<file path="config.mk">
export PLATFORM = sky130hd
export DESIGN_NAME = note_envelope
export DESIGN_NICKNAME = d
export VERILOG_FILES = /design/src/rtl/synth_pkg.sv /design/src/rtl/pwm_dac.sv /design/src/rtl/note_envelope.sv
export SDC_FILE = /design/constraint.sdc
export NUM_CORES = 1
export LEC_CHECK = 0
export CAP_MARGIN = 20
export CORE_ASPECT_RATIO = 1.2
export CORE_UTILIZATION = 50
export CTS_CLUSTER_SIZE = 20
export DETAILED_ROUTE_END_ITERATION = 10
export PLACE_DENSITY = 0.73
export SLEW_MARGIN = 40
export SYNTH_ARGS = -nofsm -noshare
export SYNTH_HDL_FRONTEND = slang
export SYNTH_SLANG_ARGS = --single-unit
</file>
<file path="constraint.sdc">
create_clock -name clk -period 2.8 [get_ports clk]
set_input_delay 0.84 -clock clk [delete_from_list [all_inputs] [get_ports clk]]
set_output_delay 0.84 -clock clk [all_outputs]
set_load 0.02 [all_outputs]
</file>
<file path="src/rtl/synth_pkg.sv">
// Shared envelope definitions: level width, FSM state encoding and small helpers.
// The DECAY code is always defined here; only note_envelope decides whether to use it.
package synth_pkg;

   localparam int ENV_W = 8;
   localparam logic [ENV_W-1:0] ENV_MAX = '1;

   typedef enum logic [2:0] {
      ST_IDLE    = 3'd0,
      ST_ATTACK  = 3'd1,
      ST_DECAY   = 3'd2,
      ST_SUSTAIN = 3'd3,
      ST_RELEASE = 3'd4
   } env_state_t;

   function automatic int max3(input int a, input int b, input int c);
      int m;
      m = (a > b) ? a : b;
      return (m > c) ? m : c;
   endfunction

endpackage

</file>
<file path="src/rtl/pwm_dac.sv">
// Free-running 8-bit PWM DAC: the output is high while the counter is below the level,
// gated by enable. The output is registered, so it lags enable by one cycle.
module pwm_dac
   import synth_pkg::*;
(
   input  logic             clk,
   input  logic             rst_n,
   input  logic [ENV_W-1:0] level,
   input  logic             enable,
   output logic             pwm
);

   logic [ENV_W-1:0] pwm_cnt;

   // Level 0 can never exceed the counter, so the output stays at 0.
   always_ff @(posedge clk or negedge rst_n) begin
      if (!rst_n) begin
         pwm_cnt <= '0;
         pwm     <= 1'b0;
      end else begin
         pwm_cnt <= pwm_cnt + 1'b1;
         pwm     <= enable && (pwm_cnt < level);
      end
   end

endmodule

</file>
<file path="src/rtl/note_envelope.sv">
// Note envelope generator (ADSR-style) that amplitude-modulates the keyboard tone.
// Define ENVELOPE_DECAY_EN to add the DECAY stage, which falls toward sustain_level.
module note_envelope
   import synth_pkg::*;
#(
   parameter int CLK_HZ           = 25_000_000,
   parameter int ATTACK_STEP_CYC  = 25_000,
   parameter int RELEASE_STEP_CYC = 50_000,
   parameter int DECAY_STEP_CYC   = 50_000
) (
   input  logic             clk,
   input  logic             rst_n,
   input  logic             gate,
   input  logic             tone_in,
   input  logic [ENV_W-1:0] sustain_level,
   output logic             audio_pwm,
   output logic [ENV_W-1:0] env_level,
   output logic [2:0]       env_state,
   output logic             busy
);

   localparam int MAX_STEP = max3(ATTACK_STEP_CYC, RELEASE_STEP_CYC, DECAY_STEP_CYC);
   localparam int CNT_W    = $clog2(MAX_STEP + 1);

`ifdef ENVELOPE_DECAY_EN
   localparam env_state_t PEAK_NEXT = ST_DECAY;
   logic unused_cfg;
   assign unused_cfg = ^32'(CLK_HZ);
`else
   localparam env_state_t PEAK_NEXT = ST_SUSTAIN;
   logic unused_cfg;
   assign unused_cfg = ^{sustain_level, 32'(CLK_HZ)};
`endif

   env_state_t       state;
   logic [CNT_W-1:0] step_cnt;
   logic             step_last;

   always_comb begin
      step_last = 1'b0;
      case (state)
         ST_ATTACK:  step_last = (step_cnt == CNT_W'(ATTACK_STEP_CYC - 1));
         ST_RELEASE: step_last = (step_cnt == CNT_W'(RELEASE_STEP_CYC - 1));
`ifdef ENVELOPE_DECAY_EN
         ST_DECAY:   step_last = (step_cnt == CNT_W'(DECAY_STEP_CYC - 1));
`endif
         default:    step_last = 1'b0;
      endcase
   end

   // Any state change also clears step_cnt; those later NBAs override the default count.
   always_ff @(posedge clk or negedge rst_n) begin
      if (!rst_n) begin
         state     <= ST_IDLE;
         env_level <= '0;
         step_cnt  <= '0;
         busy      <= 1'b0;
      end else begin
         step_cnt <= step_last ? '0 : step_cnt + 1'b1;
         case (state)
            ST_IDLE: begin
               step_cnt <= '0;
               if (gate) begin
                  state <= ST_ATTACK;
                  busy  <= 1'b1;
               end
            end

            ST_ATTACK: begin
               if (!gate) begin
                  state    <= ST_RELEASE;
                  step_cnt <= '0;
               end else if (env_level == ENV_MAX) begin
                  // Retriggered from RELEASE while still at the peak.
                  state    <= PEAK_NEXT;
                  step_cnt <= '0;
               end else if (step_last) begin
                  env_level <= env_level + 1'b1;
                  if (env_level == ENV_MAX - 8'd1)
                     state <= PEAK_NEXT;
               end
            end

`ifdef ENVELOPE_DECAY_EN
            ST_DECAY: begin
               if (!gate) begin
                  state    <= ST_RELEASE;
                  step_cnt <= '0;
               end else if (env_level <= sustain_level) begin
                  state    <= ST_SUSTAIN;
                  step_cnt <= '0;
               end else if (step_last) begin
                  env_level <= env_level - 1'b1;
                  if (env_level - 8'd1 == sustain_level)
                     state <= ST_SUSTAIN;
               end
            end
`endif

            ST_SUSTAIN: begin
               if (!gate) begin
                  state    <= ST_RELEASE;
                  step_cnt <= '0;
               end
            end

            ST_RELEASE: begin
               if (gate) begin
                  state    <= ST_ATTACK;
                  step_cnt <= '0;
               end else if (env_level == '0) begin
                  state    <= ST_IDLE;
                  step_cnt <= '0;
                  busy     <= 1'b0;
               end else if (step_last) begin
                  env_level <= env_level - 1'b1;
                  if (env_level == 8'd1) begin
                     state <= ST_IDLE;
                     busy  <= 1'b0;
                  end
               end
            end

            default: begin
               state    <= ST_IDLE;
               step_cnt <= '0;
               busy     <= 1'b0;
            end
         endcase
      end
   end

   assign env_state = state;

   pwm_dac u_dac (
      .clk    (clk),
      .rst_n  (rst_n),
      .level  (env_level),
      .enable (tone_in),
      .pwm    (audio_pwm)
   );

endmodule

</file>
==> impl_metrics.tcl <==
set metrics [dict create \
    clkTransAtPathRegs_ns 0.07 \
    cts_num_sinks 37 \
    post-place-ws_ns 0.310 \
    setup_viol 0 \
    finalCritPeriodShare_pct 81.0 \
    syn_nets 233 \
    path_max_fanout 7 \
    synthDistinctLibCells 40 \
    p_per_area_nw_per_um2 474 \
    grt_usage_pct 19.2 \
    dieArea_um2 4500 \
    grt_overflow 0 \
    fmax_ghz 0.441 \
    ir_drop_mv 0.347 \
    ys_warn_count 0 \
    tightestPinTransition_ns 0.570 \
    area_growth_pct 16.9 \
    worstPathCellList "clkdlybuf4s50_1" \
    place.gp.congestion 0.815 \
    grt_pass1_vias 1495 \
    nNetsFinal 257 \
    leakagePower_nw 1.07 \
    cts_root_buf "clkbuf_8" \
    vias 1517 \
    syn_inst 208 \
    startpoint_type "register" \
    grt_max_degree 38 \
    hp-class "in -> async" \
    netlist_area_um2 2120 \
    io_buffers 16 \
    dpl.hpwl_um 2770 \
    fillers 372 \
    syn_area_per_cell_um2 10.2 \
    cts_tree "built" \
    crit_family "buffers and inverters" \
    grt_pass1_wl_um 6490 \
    antenna_left 0 \
    path_class "reg -> out" \
    final_cell_mix "37 x dfrtp_1, 29 x nor2_1, 18 x nand3_1, 18 x xnor2_1, 16 x inv_1" \
    worstPathRequired_ns 1.96 \
    drcViolationCount 0 \
    rsz0062_at_grt "no" \
    fin_crit_ns 2.27 \
    slowest_delay_ns 0.65 \
    avgRoutedWirePerCell_um 13.2 \
    numCtsBuffers 5 \
    post_cts_buffers 0 \
    run_status "completed" \
    synth_seq_area_share_pct 43.7 \
    slowest_stage "clkdlybuf4s50_1" \
    cts_hold_buffers 0 \
    vias_per_cell 5.29 \
    synth_flop_cell "dfrtp_1" \
    ioPinCount 25 \
    fin_skew_ns 0.00264 \
    row_count 25 \
    first_iter_violations 93 \
    cts_buffer_depth 2 \
    slew_headroom_pct 61.7 \
    die_h_um 73.3 \
    final_common_cell "dfrtp_1" \
    postLayoutSetupSlackWorst_ns 0.533 \
    clk_latency_ns 0.29 \
    tns_ns 0 \
    ys_async_sr_fraction_pct 100 \
    finalHoldViolCount 0 \
    routed_wl_um 3790 \
    die_x_um 61.4 \
    critPathBufInv 1 \
    core-area_um2 4000 \
    first_pass_iters 4 \
    start_util_pct 52.9 \
    antenna_found_initial 0 \
    cap_viol_max_count 0 \
    cts_resized 0 \
    cp.arrival_ns 1.43 \
    drive_above_1_share_pct 8.58 \
    synth-seq-cells 37 \
    h-tree-depth 2 \
    antenna_cells 0 \
    synth-edff-count 0 \
    crit_path_end_kind "primary output" \
    drv_slew 0 \
]
## Yosys cell counts, drive strengths merged, types with 2 or more instances
| master | count | area share, % |
|---|---|---|
| a31oi | 2 | 0.59 |
| xnor2 | 18 | 7.4 |
| nand2 | 9 | 1.6 |
| ha | 13 | 7.7 |
| inv | 16 | 2.8 |
| a21oi | 4 | 0.94 |
| nand3 | 18 | 4.3 |
| nor4bb | 3 | 1.4 |
| nor4 | 2 | 1.3 |
| nor3 | 6 | 1.4 |
| and4 | 2 | 0.94 |
| nand4 | 3 | 0.89 |
| and3 | 6 | 1.8 |
| nand4b | 2 | 0.83 |
| nor2 | 29 | 5.1 |
| o31ai | 2 | 0.94 |
| dfrtp | 37 | 44 |
| o21ai | 4 | 0.94 |
| a211oi | 3 | 1.5 |
| xor2 | 11 | 4.5 |
| a21boi | 2 | 0.71 |
| buf | 2 | 1.1 |
## metal layers
| layer | up-vias | wire [um] | GRT usage [%] |
|---|---|---|---|
| met5 | - | 0 | 0 |
| met4 | 0 | 55 | 5.93 |
| met3 | 7 | 135 | 5.11 |
| met2 | 24 | 1760 | 30.2 |
| met1 | 715 | 1840 | 25.6 |
| li1 | 771 | - | - |
## report_power, final
group / total, mW / switching (mW) / internal (mW)
logic: 0.0804 / 0.0486 / 0.0318
clock network: 0.544 / 0.190 / 0.354
registers: 0.550 / 0.00834 / 0.542
## worst paths after layout
path	from	end	slack, ns	cells past startpoint
worst max-delay path	env_level[0]$_DFFE_PN0P_	env_level[0]	0.53	1
max in group asynchronous	rst_n	env_level[5]$_DFFE_PN0P_	1.98	1
worst max register to register	env_state[1]$_DFFE_PN0P_	env_level[6]$_DFFE_PN0P_	0.63	5
worst min register to register	u_dac.pwm_cnt[7]$_DFF_PN0_	u_dac.pwm_cnt[7]$_DFF_PN0_	0.50	1
worst min-delay path	rst_n	step_cnt[2]$_DFF_PN0_	0.50	1
min in group clk	u_dac.pwm_cnt[7]$_DFF_PN0_	u_dac.pwm_cnt[7]$_DFF_PN0_	0.50	1
## stage by stage
step	cells	area, um2	hold slack [ns]	total power, mW	utilization (%)
2_1_floorplan	208	2120	0.448	0.608	-
3_3_place_gp	279	2340	0.468	0.641	58.5
3_5_place_dp	279	2340	0.487	0.642	58.5
4_1_cts	287	2480	0.502	1.19	61.8
5_1_grt	287	2480	0.528	1.22	61.9
6_report	287	2480	0.500	1.17	61.9
## cell type report
type / instances / area [um2] / share of cell area, %
repair buffers: 19 / 180 / 7.27
multi-input cells: 153 / 1110 / 44.8
well taps: 54 / 67.6 / 2.73
flip-flops and latches: 37 / 926 / 37.4
clock inverters: 3 / 65.1 / 2.62
clock buffers: 5 / 68.8 / 2.78
inverters: 16 / 60.1 / 2.42
## state kept, by name (all words and copies together), names as in the netlist
signal / count
u_dac.pwm: 1
step_cnt: 16
busy: 1
env_state: 3
u_dac.pwm_cnt: 8
env_level: 8
## cell families after synthesis
family,synth area share (%)
simple gates,20.9
flops,43.7
xor+xnor,12.0
compound gates,10.9
buf+inv,3.90
fa+ha+maj,8.15
mux,0.472
Note: power is estimated with default switching activity, not from simulation.
